[config.mk]
export PLATFORM = sky130hd
export DESIGN_NAME = alu_arbiter
export DESIGN_NICKNAME = d
export VERILOG_FILES = /design/src/rtl/alu_arbiter.sv
export SDC_FILE = /design/constraint.sdc
export NUM_CORES = 1
export LEC_CHECK = 0
export CORE_ASPECT_RATIO = 0.6
export CORE_UTILIZATION = 35
export CTS_CLUSTER_DIAMETER = 80
export DETAILED_ROUTE_END_ITERATION = 8
export GPL_TIMING_DRIVEN = 0
export PLACE_DENSITY = 0.77
export SLEW_MARGIN = 0
export SYNTH_ARGS = -nofsm -noshare
export SYNTH_HDL_FRONTEND = slang
export SYNTH_SLANG_ARGS = --single-unit
export TNS_END_PERCENT = 1
[constraint.sdc]
create_clock -name clk -period 1.6 [get_ports clk]
set_input_delay 0.24 -clock clk [delete_from_list [all_inputs] [get_ports clk]]
set_output_delay 0.24 -clock clk [all_outputs]
set_load 0.02 [all_outputs]
[src/rtl/alu_arbiter.sv]
// Two-requester round-robin front end for a shared 32-bit ALU. It registers the
// ALU inputs, waits EXEC_CYCLES for settling, then returns result and flags.
module alu_arbiter #(
  parameter int unsigned EXEC_CYCLES = 1
) (
  input  logic        clk,
  input  logic        rst_n,
  input  logic [1:0]  req_valid,
  output logic [1:0]  req_ready,
  input  logic [7:0]  req_ctrl,
  input  logic [5:0]  req_bonus,
  input  logic [63:0] req_src1,
  input  logic [63:0] req_src2,
  output logic [31:0] alu_src1,
  output logic [31:0] alu_src2,
  output logic [3:0]  alu_ctrl,
  output logic [2:0]  alu_bonus,
  input  logic [31:0] alu_result,
  input  logic        alu_zero,
  input  logic        alu_cout,
  input  logic        alu_overflow,
  output logic        rsp_valid,
  input  logic        rsp_ready,
  output logic        rsp_id,
  output logic [31:0] rsp_result,
  output logic        rsp_zero,
  output logic        rsp_cout,
  output logic        rsp_overflow,
  output logic        rsp_err,
  output logic        busy
);

  typedef enum logic [1:0] {IDLE, EXEC, RESP} state_t;

  localparam logic [3:0] LAST_CNT = 4'(EXEC_CYCLES - 1);

  state_t      state;
  logic        last_grant;
  logic [3:0]  cnt;

  logic        winner;
  logic [3:0]  sel_ctrl;
  logic [2:0]  sel_bonus;
  logic [31:0] sel_src1;
  logic [31:0] sel_src2;

  function automatic logic is_legal(input logic [3:0] code);
    case (code)
      4'b0000, 4'b0001, 4'b0010, 4'b0110,
      4'b1100, 4'b1101, 4'b0111: is_legal = 1'b1;
      default:                   is_legal = 1'b0;
    endcase
  endfunction

  // On a tie the grant alternates away from the previous winner.
  always_comb begin
    // NOTE: every always_comb output gets a default first so no latch is inferred.
    winner    = 1'b0;
    req_ready = 2'b00;
    if (&req_valid) winner = ~last_grant;
    else            winner = req_valid[1];
    sel_ctrl  = winner ? req_ctrl[7:4]   : req_ctrl[3:0];
    sel_bonus = winner ? req_bonus[5:3]  : req_bonus[2:0];
    sel_src1  = winner ? req_src1[63:32] : req_src1[31:0];
    sel_src2  = winner ? req_src2[63:32] : req_src2[31:0];
    // Gated by rst_n so the handshake is also silent while reset is held.
    if (rst_n && state == IDLE && |req_valid)
      req_ready = winner ? 2'b10 : 2'b01;
  end

  assign rsp_valid = (state == RESP);
  assign busy      = (state != IDLE);

  // NOTE: sequential state uses non-blocking assignments so every register
  // samples the pre-edge values regardless of statement order.
  always_ff @(posedge clk or negedge rst_n) begin
    if (!rst_n) begin
      state        <= IDLE;
      last_grant   <= 1'b1;
      cnt          <= '0;
      alu_src1     <= '0;
      alu_src2     <= '0;
      alu_ctrl     <= '0;
      alu_bonus    <= '0;
      rsp_id       <= 1'b0;
      rsp_result   <= '0;
      rsp_zero     <= 1'b0;
      rsp_cout     <= 1'b0;
      rsp_overflow <= 1'b0;
      rsp_err      <= 1'b0;
    end else begin
      case (state)
        IDLE: begin
          if (|req_valid) begin
            last_grant <= winner;
            rsp_id     <= winner;
            if (is_legal(sel_ctrl)) begin
              alu_src1  <= sel_src1;
              alu_src2  <= sel_src2;
              alu_ctrl  <= sel_ctrl;
              alu_bonus <= sel_bonus;
              cnt       <= '0;
              state     <= EXEC;
            end else begin
              rsp_result   <= '0;
              rsp_zero     <= 1'b0;
              rsp_cout     <= 1'b0;
              rsp_overflow <= 1'b0;
              rsp_err      <= 1'b1;
              state        <= RESP;
            end
          end
        end
        EXEC: begin
          if (cnt == LAST_CNT) begin
            rsp_result   <= alu_result;
            rsp_zero     <= alu_zero;
            rsp_cout     <= alu_cout;
            rsp_overflow <= alu_overflow;
            rsp_err      <= 1'b0;
            state        <= RESP;
          end else begin
            cnt <= cnt + 4'd1;
          end
        end
        RESP: begin
          if (rsp_ready) state <= IDLE;
        end
        default: state <= IDLE;
      endcase
    end
  end

endmodule
==> impl_results.md, run 1 <==
* Mapped Cells at 457
* Mapped Area at 5250 um2
* Gate power share at 45.7%
* Internal power at 9.43 mW
* Core area at 14500 um2
* Post-synth EDFFs at 0
* Fin cells at 993
* Worst slew margin at 50.2%
* WP data arrival at 1600 ps
* R2r setup slk at -190 ps
* Synth Area in Compound Gates at 14.4%
* Pin count of the biggest net entering global routing at 62
* Post-route ant nets at 0
* Hold Vio Cnt, Final at 54
* Cell variety after synth at 33
* FF-to-FF End: rsp_result[13]
* Antenna diodes at 0
* # IOs at 294
* Pleak at 4.60 nW
* Maximum clock path buffer count at 2
* Sequential Power Share at 30.5%
* Wirelength per Cell at 17.7 um
* Initial DRC count at 265
* Total power at 15.2 mW
* Worst-case clock skew at 12.9 ps
* Net Sw Frac at 37.9%
* Root buf cell: clkbuf_16
* Port bufs at 293
* Post-synth top flop: dfrtp_1
* Number of clock buffers inserted by TritonCTS at 17
* Synth Area in Adders at 0.477%
* Share of cells above drive strength 1 at 14.2%
* RSZ-0062 raised after global routing: yes
* Mapped Avg Cell Area at 11.5 um2
* Worst-skew pair later-pin latency at 400 ps
* Max-cap viol count at 0
* Fmax at 0.544 GHz
* Placed insts at 949
* Finished Core Util at 63.0%
* Vias per cell at 5.06
* Yosys reg bits at 115
* Post-DP Area at 8450 um2
* Total power divided by cell area at 1660 nW/um2
* Worst-margin pin slew at 747 ps
* Top cell type's share of synthesized area at 54.4%
* Worst path max stage delay at 540 ps
* Final period utilization at 115%
* Initial core utilization at 36.1%
* Peak VDD IR at 0.000793 V
* Syn Nets at 641
* Detailed Routing Iterations Pass 1 at 4
* Most frequent cell after synthesis: dfrtp_1
* Fill cells at 1182
* Multiplexer share of the synthesized area at 14.4%
* Die W at 160 um
* CTS HTree Levels at 4
* FFs w/ async S/R, synth at 100%
* Final setup vio count at 109
* R2r startpoint: last_grant
* CP cell instances: nand2_2, nand2_2, buf_6, buf_12, and3_4, buf_6
* Run status: finished with violations
* Die Height at 96.8 um
* Final setup margin at -238 ps
* Crit Path Class: flip-flop to output pin
* Number of antenna violations at the first check in global routing at 0
* Residual DRC count at 0
* Leading area contributor after synthesis: dfrtp_1
* Total congestion overflow at 0
* Vias in the first global route at 5393
* Slew Viols, Final at 0
* Area growth from synthesis to layout at 74.9%
* Failing checks: hold timing, setup timing
* WP buf/inv at 3
* Slowest-stage cell, CP: dfstp_2
* Final min period at 1840 ps
* Die area at 15500 um2
* Seq/Total Area, Yosys at 54.9%
* Overall Global Routing Usage at 23.1%
* Total Nets Final at 967
* Simple logic cell fraction of the synthesized area at 10.2%
* Delay-heaviest family, CP: flip-flops
* Sink Count at 115
* CTS tree: yes
* Synth warn at 0
* Post-synthesis xor/xnor area fraction at 0.334%
* R2R cell count at 9
* DR vias at 5020
* CP Capture Type: output pin
* Clk pwr share at 23.9%
* Combinational family with the most area after synthesis: compound AO/OA/AOI/OAI gates
* WP data required at 1360 ps
* CP Max Fanout at 2
* GP Congestion at 0.885
* DPL Wire Length at 13300 um
* WL final at 17600 um
* Min Hold Slack at -110 ps
* Hold Crit Class: primary input to async pin
* # rows at 34
* Clk slew on worst S/H paths at 50 ps
* Synth area leaders: dfrtp_1, mux2i_1, nand3_1, o21ai_1, a22o_1
* Top cells by count, synth: dfrtp_1, nand3_1, o21ai_1, mux2i_1, a22o_1
* First-pass GRT wire length at 28100 um
* NetSw at 5.76 mW
* Crit start category: flip-flop
* Post-route cell area at 9170 um2
-- final cells by class --
| cell class | instances | area, um2 | area share (%) |
|---|---|---|---|
| inverter | 3 | 11.3 | 0.123 |
| buffer | 39 | 350 | 3.82 |
| timing repair buffer | 308 | 2970 | 32.3 |
| tap | 198 | 248 | 2.70 |
| clock inverter | 13 | 136 | 1.49 |
| clock buffer | 18 | 429 | 4.68 |
| sequential | 115 | 2880 | 31.4 |
| multi-input combinational | 299 | 2150 | 23.5 |
-- flip-flops by register name (all words and copies together), names as in the netlist --
signal and flops:
rsp_overflow 1, rsp_result 32, cnt 4, rsp_id 1, alu_bonus 3, rsp_zero 1, alu_src1 32, rsp_cout 1
rsp_err 1, state 2, alu_src2 32, last_grant 1, alu_ctrl 4
-- kinds of logic after synthesis --
group                    after synthesis
AO/OA/AOI/OAI                        117
flip-flops                           115
AND/OR/NAND/NOR                      103
multiplexers                          75
buffers and inverters                 43
XOR/XNOR                               2
adder cells (fa/ha/maj)                2
-- metal layers --
layer / global-route usage, % / wire [um] / up-vias / share of wire [%]
met5: 0 / 0 / - / 0
met4: 7.40 / 280 / 0 / 1.6
met3: 5.96 / 1170 / 21 / 6.7
met2: 39.6 / 8690 / 212 / 49
met1: 28.5 / 7480 / 2449 / 42
li1: - / - / 2338 / -
-- stage by stage --
stage / hold slack [ps] / TNS, ps / setup WS, ps
3_5_place_dp: 348 / -60550 / -1000
4_1_cts: -83.5 / -7210 / -243
2_1_floorplan: -55.6 / 0 / 13.8
6_report: -110 / -8790 / -238
3_3_place_gp: 484 / -524510 / -4290
5_1_grt: -51.6 / -18370 / -291
-- layout by cell type (no fill, tap or decap), types with 6 or more instances in the layout --
cell             count
clkdlybuf4s50_1    179
mux2i_1             72
clkbuf_16           17
dfrtp_1            114
buf_6               16
o21ai_1             68
dlygate4sd2_1      103
nand3_1             76
buf_4               21
a22o_1              35
dlymetal6s2s_1       6
nor2_1               6
buf_2               14
o21ai_2              6
-- power groups by stage --
stage                     registers [mW]  clock network, mW  logic [mW]
after detailed placement            4.71                  0        7.21
final                               4.63               3.62        6.94
after floorplan                     5.92                  0        2.46
after global routing                4.75               3.85        7.43
after global placement              4.64                  0        7.04
after CTS                           4.63               3.70        6.97
-- timing repair --
action                                 in CTS  in global routing
setup buffers                              13                  1
setup endpoints to repair                 218                119
endpoints found under the hold margin      54                 53
pin swaps                                   9                 12
resized for setup                         167                 18
-- worst max path at each step --
stage            startpoint           end  depth (start not counted)
2_1_floorplan    last_grant      rsp_cout                          7
3_3_place_gp          rst_n  req_ready[1]                          3
3_5_place_dp   req_valid[0]  req_ready[0]                          7
4_1_cts          last_grant  req_ready[0]                          6
5_1_grt          last_grant  req_ready[0]                          6
6_report         last_grant  req_ready[0]                          6
(Power assumes the default switching activity.)
==> run 2: changes to the inputs <==
Settings changed: CORE_ASPECT_RATIO 0.6 to default, CORE_UTILIZATION 35 to 42, CTS_CLUSTER_SIZE from default to 30, PLACE_DENSITY 0.77 to 0.87.
Clock period 1.6 ns to 2.3 ns, I/O delays scaled along.
==> run 2 against run 1 <==
Effect of this change:
- the run ends with hold timing left
- routed wire length shrank 3.6%
- sequential share of layout area up 0.48 points
- total power fell by 28%
- clock power down 23%
- register-to-register slack gained 560 ps
- hold slack better by 87 ps
- worst setup slack gained 320 ps
- design area fell by 1.5%
- sequential cell count unchanged
- combinational power decreased by 28%
- critical endpoint unchanged
- largest cell class unchanged
==> impl_results.md, run 2 (synthesis results as in run 1) <==
* WL final at 17000 um
* Setup bufs post-CTS at 0
* Hold Crit Class: primary input to async pin
* Port bufs at 293
* Initial core utilization at 43.3%
* Final setup margin at 85.5 ps
* Post-CTS Resized at 4
* CP endpoint: req_ready[0]
* Setup TNS at 0 ps
* DPL Wire Length at 12800 um
* Final period utilization at 96.3%
* CTS HTree Levels at 4
* CP cell instances: nand2_1, nand2_1, buf_8, and3_1, dlygate4sd2_1
* Finished Core Util at 74.6%
* Commonest non-fill, non-tap cell in the layout: clkdlybuf4s50_1
* Peak VDD IR at 0.000630 V
* Sink Count at 115
* FF-to-FF End: rsp_result[7]
* CP Capture Type: output pin
* Post-DP Area at 8410 um2
* RSZ-0062 raised after global routing: no
* GP Congestion at 0.816
* Detailed Routing Iterations Pass 1 at 4
* Wirelength per Cell at 17.9 um
* Die area at 12900 um2
* Hold Vio Cnt, Final at 20
* Root buf cell: clkbuf_16
* DR vias at 5032
* Post-route cell area at 9030 um2
* Fill cells at 834
* Fmax at 0.452 GHz
* Slew Viols, Final at 0
* Initial DRC count at 237
* Vias per cell at 5.30
* Total power divided by cell area at 1220 nW/um2
* Worst slew margin at 53.3%
* R2r startpoint: last_grant
* Largest regs: alu_src1: 32 flops, alu_src2: 32 flops, rsp_result: 32 flops
* Crit Path Class: flip-flop to output pin
* Number of antenna violations at the first check in global routing at 0
* Total Nets Final at 953
* WP data required at 1960 ps
* Crit start category: flip-flop
* # IOs at 294
* Total congestion overflow at 0
* Clk slew on worst S/H paths at 50 ps
* Worst path max stage delay at 540 ps
* Vias in the first global route at 5295
* Worst-skew pair later-pin latency at 410 ps
* Most used cell, CP: nand2_1
* Maximum clock path buffer count at 2
* Pleak at 4.10 nW
* Final min period at 2210 ps
* Pin count of the biggest net entering global routing at 65
* Run status: finished with violations
* Post-route ant nets at 0
* Min Hold Slack at -23.4 ps
* Pre-CTS setup slack at -411 ps
* Area growth from synthesis to layout at 72.2%
* WP data arrival at 1870 ps
* Final setup vio count at 0
* Die Height at 114 um
* Worst-margin pin slew at 701 ps
* Overall Global Routing Usage at 26.7%
* Max-cap viol count at 0
* CP Max Fanout at 19
* Share of cells above drive strength 1 at 9.59%
* R2R cell count at 7
* # rows at 40
* Number of clock buffers inserted by TritonCTS at 17
* R2r setup slk at 370 ps
* Antenna diodes at 0
* Worst setup startpoint: last_grant
* CTS tree: yes
* Worst-case clock skew at 8.62 ps
* Total power at 11.0 mW
* Core area at 12100 um2
* Residual DRC count at 0
* Failing checks: hold timing
* Die W at 114 um
* Slowest-stage cell, CP: dfstp_2
* Most frequent cells in the layout: clkdlybuf4s50_1, dfrtp_1, nand3_1, o21ai_1, mux2i_1
* # hold bufs at CTS at 0
* First-pass GRT wire length at 26200 um
## run 2: how the worst min path moves through the flow
stage	start	to	slack [ps]
4_1_cts	rst_n	alu_src1[22]	3
6_report	rst_n	alu_src1[22]	-20
3_5_place_dp	rst_n	rsp_result[16]	430
2_1_floorplan	rst_n	alu_bonus[0]	50
3_3_place_gp	rsp_err	rsp_err	480
5_1_grt	rst_n	alu_src1[22]	30
## run 2: layout make-up
cell class / instances / area, um2 / share of cell area (%)
sequential: 115 / 2880 / 31.9
timing repair buffer: 294 / 2960 / 32.7
clock inverter: 13 / 185 / 2.05
multi-input combinational: 299 / 2090 / 23.1
inverter: 3 / 11.3 / 0.125
clock buffer: 19 / 433 / 4.79
buffer: 39 / 269 / 2.98
tap: 168 / 210 / 2.33
## run 2: power breakdown
part | leakage [nW] | total (mW) | internal (mW) | switching, mW
clock | 0.285 | 2.77 | 1.81 | 0.958
combinational | 2.35 | 4.97 | 2.42 | 2.54
sequential | 1.47 | 3.27 | 2.81 | 0.459
total | 4.10 | 11.0 | 7.04 | 3.96
## run 2: per-stage QoR
stage                     std cells  hold slack (ps)
after floorplan                 457             49.4
after global placement          918              479
after detailed placement        919              432
after CTS                       950             2.75
after global routing            950             26.9
final                           950            -23.4
## run 2: metal layers
metal	vias to the layer above	GRT usage, %	wire, um	share of wire [%]
li1	2306	-	-	-
met5	-	0	0	0
met2	260	48.5	8820	52
met4	0	12.0	506	3.0
met1	2427	28.7	6320	37
met3	39	7.65	1350	7.9
## run 2: worst max-delay path: cells and delay by family (launching register included)
family	cells	cell delay [ps]
buffers and inverters	2	560
DFF	1	540
and+or+nand+nor	3	360
==> run 3: changes to the inputs <==
Settings changed: CTS_CLUSTER_SIZE 30 to 25.
==> results of run 3 <==
The final DEF is identical to that of run 2; final timing and power are the same.
